[src/rtl/hazard_pkg.sv]
// hazard_pkg: shared types, constants and helpers for the hazard controller
package hazard_pkg;
  typedef enum logic [1:0] {FWD_RF = 2'b00, FWD_W = 2'b01, FWD_M = 2'b10} fwd_sel_t;
  localparam logic [1:0] RESULT_SRC_LOAD = 2'b01;
  typedef enum logic [1:0] {IDLE, WAIT, RELEASE} memwait_state_t;
  function automatic logic [63:0] sat_inc(input logic [63:0] v, input logic [63:0] max_v);
    return (v == max_v) ? v : v + 64'd1;
  endfunction
endpackage

[src/rtl/hazard_fwd_sel.sv]
// hazard_fwd_sel: one E-stage operand's forwarding select, M result beats W result
module hazard_fwd_sel
  import hazard_pkg::*;
#(
  parameter int REG_AW = 5
) (
  input  logic [REG_AW-1:0] rs_i,
  input  logic [REG_AW-1:0] rd_m_i,
  input  logic [REG_AW-1:0] rd_w_i,
  input  logic              reg_write_m_i,
  input  logic              reg_write_w_i,
  output fwd_sel_t          fwd_o
);
  assign fwd_o = (reg_write_m_i && rd_m_i != '0 && rd_m_i == rs_i) ? FWD_M :
                 (reg_write_w_i && rd_w_i != '0 && rd_w_i == rs_i) ? FWD_W : FWD_RF;
endmodule

[src/rtl/hazard_ctrl.sv]
// hazard_ctrl: forwarding, load-use stall, branch flush, memory-wait freeze and perf counters
module hazard_ctrl
  import hazard_pkg::*;
#(
  parameter int REG_AW   = 5,
  parameter int MEM_WAIT = 0,
  parameter int CNT_W    = 32
) (
  input  logic              clk,
  input  logic              reset,
  input  logic              perf_clr,
  input  logic [REG_AW-1:0] Rs1D,
  input  logic [REG_AW-1:0] Rs2D,
  input  logic [REG_AW-1:0] Rs1E,
  input  logic [REG_AW-1:0] Rs2E,
  input  logic [REG_AW-1:0] RdE,
  input  logic [1:0]        ResultSrcE,
  input  logic              PCSrcE,
  input  logic [REG_AW-1:0] RdM,
  input  logic              RegWriteM,
  input  logic              MemReadM,
  input  logic [REG_AW-1:0] RdW,
  input  logic              RegWriteW,
  output logic              StallF,
  output logic              StallD,
  output logic              StallE,
  output logic              StallM,
  output logic              FlushD,
  output logic              FlushE,
  output logic              FlushW,
  output logic [1:0]        ForwardAE,
  output logic [1:0]        ForwardBE,
  output logic [CNT_W-1:0]  stall_cnt,
  output logic [CNT_W-1:0]  flush_cnt,
  output logic [CNT_W-1:0]  loaduse_cnt
);
  localparam logic [CNT_W-1:0] CNT_MAX = '1;
  fwd_sel_t fwd_a, fwd_b;
  logic lw_stall, mem_stall, run;
  logic [CNT_W-1:0] stall_q, flush_q, loaduse_q;
  hazard_fwd_sel #(.REG_AW(REG_AW)) u_fwd_a (
    .rs_i(Rs1E), .rd_m_i(RdM), .rd_w_i(RdW),
    .reg_write_m_i(RegWriteM), .reg_write_w_i(RegWriteW), .fwd_o(fwd_a)
  );
  hazard_fwd_sel #(.REG_AW(REG_AW)) u_fwd_b (
    .rs_i(Rs2E), .rd_m_i(RdM), .rd_w_i(RdW),
    .reg_write_m_i(RegWriteM), .reg_write_w_i(RegWriteW), .fwd_o(fwd_b)
  );
  assign lw_stall = ResultSrcE == RESULT_SRC_LOAD && RdE != '0 && (RdE == Rs1D || RdE == Rs2D);
  generate
    if (MEM_WAIT > 0) begin : g_wait
      localparam int CW = (MEM_WAIT > 2) ? $clog2(MEM_WAIT) : 1;
      memwait_state_t state_q;
      logic [CW-1:0] cnt_q;
      assign mem_stall = (state_q == IDLE && MemReadM) || state_q == WAIT;
      // RELEASE always returns to IDLE so a held MemReadM cannot retrigger the same load
      always_ff @(posedge clk or posedge reset)
        if (reset) begin
          state_q <= IDLE;
          cnt_q   <= '0;
        end else begin
          case (state_q)
            IDLE: if (MemReadM) begin
              state_q <= (MEM_WAIT == 1) ? RELEASE : WAIT;
              cnt_q   <= CW'((MEM_WAIT > 1) ? MEM_WAIT - 2 : 0);
            end
            WAIT: if (cnt_q == '0) state_q <= RELEASE; else cnt_q <= cnt_q - CW'(1);
            default: state_q <= IDLE;
          endcase
        end
    end else begin : g_nowait
      logic unused_mem_read;
      assign unused_mem_read = MemReadM;
      assign mem_stall = 1'b0;
    end
  endgenerate
  assign run       = ~reset;
  assign StallF    = run & (mem_stall | (lw_stall & ~PCSrcE));
  assign StallD    = StallF;
  assign StallE    = run & mem_stall;
  assign StallM    = StallE;
  assign FlushW    = StallE;
  assign FlushD    = run & ~mem_stall & PCSrcE;
  assign FlushE    = run & ~mem_stall & (lw_stall | PCSrcE);
  assign ForwardAE = run ? fwd_a : FWD_RF;
  assign ForwardBE = run ? fwd_b : FWD_RF;
  // saturating event counters; clear beats increment
  always_ff @(posedge clk or posedge reset)
    if (reset) begin
      stall_q   <= '0;
      flush_q   <= '0;
      loaduse_q <= '0;
    end else if (perf_clr) begin
      stall_q   <= '0;
      flush_q   <= '0;
      loaduse_q <= '0;
    end else begin
      if (StallF) stall_q <= CNT_W'(sat_inc(64'(stall_q), 64'(CNT_MAX)));
      if (FlushD) flush_q <= CNT_W'(sat_inc(64'(flush_q), 64'(CNT_MAX)));
      if (lw_stall & ~PCSrcE & ~mem_stall) loaduse_q <= CNT_W'(sat_inc(64'(loaduse_q), 64'(CNT_MAX)));
    end
  assign stall_cnt   = stall_q;
  assign flush_cnt   = flush_q;
  assign loaduse_cnt = loaduse_q;
endmodule

[config.mk]
export PLATFORM = sky130hd
export DESIGN_NAME = hazard_ctrl
export DESIGN_NICKNAME = d
export VERILOG_FILES = /design/src/rtl/hazard_pkg.sv /design/src/rtl/hazard_fwd_sel.sv /design/src/rtl/hazard_ctrl.sv
export SDC_FILE = /design/constraint.sdc
export NUM_CORES = 1
export LEC_CHECK = 0
export BUFFER_PORTS_ARGS = -buffer_cell sky130_fd_sc_hd__buf_2
export CORE_MARGIN = 2
export CORE_UTILIZATION = 52
export DETAILED_ROUTE_END_ITERATION = 16
export PLACE_DENSITY = 0.79
export SLEW_MARGIN = 0
export SYNTH_ARGS = -nofsm -noshare
export SYNTH_HDL_FRONTEND = slang
export SYNTH_SLANG_ARGS = --single-unit
export TNS_END_PERCENT = 50
[constraint.sdc]
create_clock -name clk -period 12.4 [get_ports clk]
set_clock_uncertainty 0.2 [all_clocks]
set_input_delay 3.72 -clock clk [delete_from_list [all_inputs] [get_ports clk]]
set_output_delay 3.72 -clock clk [all_outputs]
set_load 0.02 [all_outputs]
==> flow_summary.toml, run 1 <==
[status]
status = "complete, no violations"

[synthesis]
ys.flop_type = "dfrtp_1"
netlist_area_sq_um = 5780
synth-edff-count = 0
yosysUniqueCellTypes = 56
yosysSeqAreaShare = 0.415
synth_area_leaders = "dfrtp_1 (42%), xnor2_1 (7.1%), nor2_1 (4.7%)"
synth_cells = 651
async_reset_ff_frac = 1.00
synth_seq_cells = 96
synth_top_area_share = 0.415
synth_warnings = 0
synth_top_area_cell = "dfrtp_1"
synth_area_per_cell_sq_um = 8.88

[clock_tree]
cts_buffers = 9
cts.sinks = 96
clk_latency_ns = 0.37
ctsHoldBuffers = 0
clockBufferDepth = 2
cts_setup_buffers = 0
tritoncts = "yes"
clkTransAtPathRegs_ns = 0.08
clockRootBuffer = "clkbuf_8"
cts_htree_levels = 3
cts_resized = 0

[critical_path]
cp.arrival_ns = 5.48
path_max_fanout = 19
start_kind = "input pin"
cp.required_ns = 8.48
cpMostUsedCell = "buf_2"
critPathKind = "in2out"
crit_chain = "buf_2 -> xnor2_1 -> nand3_1 -> o22ai_2 -> nand2_1 -> inv_1 -> buf_2"
slowest_stage = "o22ai_2"
end_kind = "output port"
reg2reg_slack_ns = 9.33
max_stage_delay_ns = 0.71

[sta]
slew_violations = 0
setup_viol_count_final = 0
holdWs_ns = 0.371
finalCriticalPeriod_ns = 9.40
totalNegativeSetupSlack_ns = 0
rsz0062_at_grt = "no"
setup_slack_ns = 3.00
max_slew_margin = 0.412
fmax_mhz = 106
fin_crit_sh = 0.758
hold_violations = 0
worst_slew_pin_slew_ns = 0.882

[floorplan]
die_h_um = 109
die_w_um = 109
die-area_sq_um = 12000
core_area_sq_um = 10800
start_util = 0.533
io-pin-count = 151
core.rowCount = 38

[route]
antenna_left = 0
avgViaCountPerCell = 5.87
drc_errors = 0
drt-pass1-iter-count = 5
drt-initial-drc-count = 412
vias = 5432
drt-total-wl_um = 14400
avgRoutedWirePerCell_um = 15.5

[placed_design]
pre_cts_slack_ns = 3.00
hpwlAfterDp_um = 10400
dpl_cell_area_sq_um = 6580
gp_congestion = 0.885
placedCellCount = 911
numPortBuffers = 146

[global_routing]
grt_start_max_net_pins = 62
antenna_found_initial = 0
grt_use_total = 0.242
first_global_vias = 4940
grt_pass1_wl_um = 23200
gr-total-overflow = 0

[final_layout]
fin_area_sq_um = 6730
fill_cells = 981
num_antenna_cells = 0
stdcell_count = 926
area_delta_synth_final_pct = 16.5
postLayoutCoreUtil = 0.621
final_net_count = 829
drive_above_1_share = 0.239

[min_path]
hold_path.class = "reg2reg"

[pwr]
power_density_nw_per_um2 = 79.9
power.leakage_nw = 2.99
vdd_ir_drop_max_mv = 0.0430
p_total_mw = 0.538

[job]
drv_cap = 0
synthesized netlist by cell type (2+ instances only):
cell type,n
mux2_1,2
nand3_1,43
buf_2,7
nor2_1,73
a211oi_1,2
o211ai_1,5
nor3_1,25
o31ai_1,11
and3_1,8
clkbuf_1,20
ha_1,3
o41ai_1,3
nor4_1,16
nor3b_1,4
and2_1,4
mux2i_1,2
and4_1,11
o21a_1,3
dfrtp_1,96
nand4_1,30
mux2_2,8
or4_1,22
nor2b_1,10
nor4b_1,4
xor2_1,26
or2_2,7
a21oi_1,27
nand2_1,52
buf_4,4
o311ai_0,4
inv_1,13
or3_1,19
o21ai_0,18
xnor2_1,47
kinds of logic after synthesis:
kind of cell	count (synthesis)	share of synthesized area
AND/OR/NAND/NOR	334	0.310
adder cells (fa/ha/maj)	3	0.00649
multiplexers	12	0.0229
other	1	0.000649
buffers and inverters	45	0.0333
XOR/XNOR	74	0.113
flip-flops	96	0.415
AO/OA/AOI/OAI	86	0.0978
worst max-delay path: cells and delay by family:
kind | cells | cell delay, ns
AOI/OAI and AO/OA | 1 | 0.71
buffers and inverters | 3 | 0.56
xor gates and xnor gates | 1 | 0.16
and+or+nand+nor | 2 | 0.33
per-layer routing:
layer  global-route usage  vias up  part of all wire
li1                     -     2622                 -
met1                0.319     2629              0.44
met2                0.411      167              0.50
met3               0.0308       14             0.054
met4               0.0859        0             0.013
met5                    0        -                 0
state kept, by name, summed over array words and instances (netlist names):
| register | flops |
|---|---|
| flush_cnt | 32 |
| loaduse_cnt | 32 |
| stall_cnt | 32 |
cells in the final DEF (no fill, tap or decap), types with 4 or more instances in the layout:
cell type	instances
a21oi_1	27
and2_1	4
and3_1	8
and4_1	11
buf_2	146
clkbuf_8	9
dfrtp_1	96
inv_1	12
mux2_2	8
nand2_1	52
nand3_1	43
nand4_1	30
nor2_1	73
nor2b_1	10
nor3_1	25
nor3b_1	4
nor4_1	16
nor4b_1	4
o211ai_1	5
o21ai_0	18
o311ai_0	4
o31ai_1	11
or2_2	7
or3_1	19
or4_1	22
xnor2_1	47
xor2_1	26
power by group:
group	internal [mW]	switching [mW]	total, mW
registers	0.313	0.000529	0.314
logic	0.0154	0.0309	0.0464
clock network	0.0710	0.107	0.178
layout make-up:
class                   count  area (sq um)  area share
clock inverters             4          22.5     0.00334
flip-flops and latches     96          2400       0.357
multi-input cells         512          3190       0.474
inverters                  14          55.1     0.00818
clock buffers              11           131      0.0195
well taps                 140           175      0.0260
repair buffers            149           753       0.112
worst paths after layout:
path	from	end	depth (start not counted)
min in group asynchronous	reset	flush_cnt[27]$_DFFE_PP0P_	2
setup reg to reg	loaduse_cnt[0]$_DFFE_PP0P_	loaduse_cnt[9]$_DFFE_PP0P_	7
hold / removal	flush_cnt[8]$_DFFE_PP0P_	flush_cnt[8]$_DFFE_PP0P_	2
setup / recovery	RdE[0]	StallD	7
max in group asynchronous	reset	loaduse_cnt[10]$_DFFE_PP0P_	3
hold reg to reg	flush_cnt[8]$_DFFE_PP0P_	flush_cnt[8]$_DFFE_PP0P_	2
(Power assumes the default switching activity.)
==> run 2: changes to the inputs <==
clock period = 9.9 ns   (was 12.4 ns; I/O delays follow)
==> run 2 against run 1 <==
Clock-buffer cell count down 2. Register-to-register slack worse by 2.5 ns. Hold slack better by 0.012 ns. Combinational power up 26%. Core utilization up 0.68 points. Routed wire length up 1.8%. First-iteration DRC count down 14%. Sequential share of layout area down 0.39 points. Largest cell class unchanged.
==> flow_summary.toml, run 2 (synthesized netlist as in run 1, its figures left out) <==
[clock_tree]
cts_htree_levels = 3
cts.sinks = 96
ctsHoldBuffers = 0
clk_latency_ns = 0.37
clockBufferDepth = 2
cts_resized = 0
clockRootBuffer = "clkbuf_8"
cts_setup_buffers = 0
clkTransAtPathRegs_ns = 0.09
tritoncts = "yes"
cts_buffers = 9

[floorplan]
core_area_sq_um = 10800
die-area_sq_um = 12000
io-pin-count = 151
start_util = 0.533
die_h_um = 109
core.rowCount = 38
die_w_um = 109

[route]
drc_errors = 0
drt-initial-drc-count = 354
avgViaCountPerCell = 5.87
drt-total-wl_um = 14600
avgRoutedWirePerCell_um = 15.8
wl_met1_um = 6590
antenna_left = 0
drt-pass1-iter-count = 5
wl_met3_um = 665
vias = 5450
dr_wl_met2_um = 7170
top_layer = "met4"

[sta]
rsz0062_at_grt = "no"
setup_viol_count_final = 0
totalNegativeSetupSlack_ns = 0
hold_violations = 0
finalCriticalPeriod_ns = 7.97
worst_slew_pin_slew_ns = 0.867
max_slew_margin = 0.421
fmax_mhz = 126
setup_slack_ns = 1.93
fin_crit_sh = 0.805
slew_violations = 0
holdWs_ns = 0.383

[pwr]
power_density_nw_per_um2 = 108
power.leakage_nw = 3.03
p_total_mw = 0.737
vdd_ir_drop_max_mv = 0.0741

[global_routing]
antenna_found_initial = 0
grt_pass1_wl_um = 23500
grt_use_total = 0.244
gr-total-overflow = 0
first_global_vias = 5078
grt_start_max_net_pins = 61

[critical_path]
cp.arrival_ns = 4.80
cpLargestDelayFamily = "buffers and inverters"
end_kind = "output port"
critPathKind = "in2out"
slowest_stage = "or4_1"
max_stage_delay_ns = 0.58
cpMostUsedCell = "buf_2"
start_kind = "input pin"
crit_buf_inv = 3
reg2reg_slack_ns = 6.85
path_max_fanout = 52
cp.required_ns = 6.73
crit_chain = "buf_2 -> inv_4 -> o211ai_1 -> or4_1 -> nor4_1 -> buf_2"

[placed_design]
gp_congestion = 0.874
hpwlAfterDp_um = 10400
placedCellCount = 912
numPortBuffers = 146
dpl_cell_area_sq_um = 6590
pre_cts_slack_ns = 1.86

[final_layout]
area_delta_synth_final_pct = 17.7
stdcell_count = 928
final_common_cell = "buf_2"
layout_common_cells = "buf_2 (146), dfrtp_1 (96), nor2_1 (73)"
num_antenna_cells = 0
fin_area_sq_um = 6810
final_net_count = 830
postLayoutCoreUtil = 0.628
drive_above_1_share = 0.244

[job]
drv_cap = 0

[status]
status = "complete, no violations"

[min_path]
hold_path.class = "reg2reg"
run 2: cell type report:
| class | instances | area (sq um) |
|---|---|---|
| repair buffers | 150 | 761 |
| flip-flops and latches | 96 | 2400 |
| clock inverters | 7 | 96.3 |
| multi-input cells | 512 | 3190 |
| inverters | 14 | 55.1 |
| clock buffers | 9 | 124 |
| well taps | 140 | 175 |
| fillers | 953 | 4030 |
run 2: report_power, final:
part	leakage [nW]	total, mW	internal (mW)	switching [mW]
Clock	0.113	0.285	0.143	0.142
Combinational	1.58	0.0583	0.0196	0.0388
Sequential	1.34	0.393	0.392	0.000719
run 2: per-layer routing:
metal,up-vias,global-route usage
met5,-,0
met4,0,0.0949
met3,15,0.0350
met2,143,0.403
met1,2660,0.325
li1,2632,-
run 2: worst paths after layout:
path,startpoint,endpoint,depth (start not counted)
hold reg to reg,stall_cnt[25]$_DFFE_PP0P_,stall_cnt[25]$_DFFE_PP0P_,2
min in group asynchronous,reset,flush_cnt[22]$_DFFE_PP0P_,2
setup / recovery,reset,ForwardBE[0],6
setup reg to reg,loaduse_cnt[0]$_DFFE_PP0P_,loaduse_cnt[9]$_DFFE_PP0P_,7
hold / removal,stall_cnt[25]$_DFFE_PP0P_,stall_cnt[25]$_DFFE_PP0P_,2
max in group asynchronous,reset,loaduse_cnt[3]$_DFFE_PP0P_,3
run 2: tightest hold or removal path: cells and delay by family (launching register included):
kind           cells  cell delay, ns
AO/OA/AOI/OAI      2            0.14
flip-flops         1            0.41
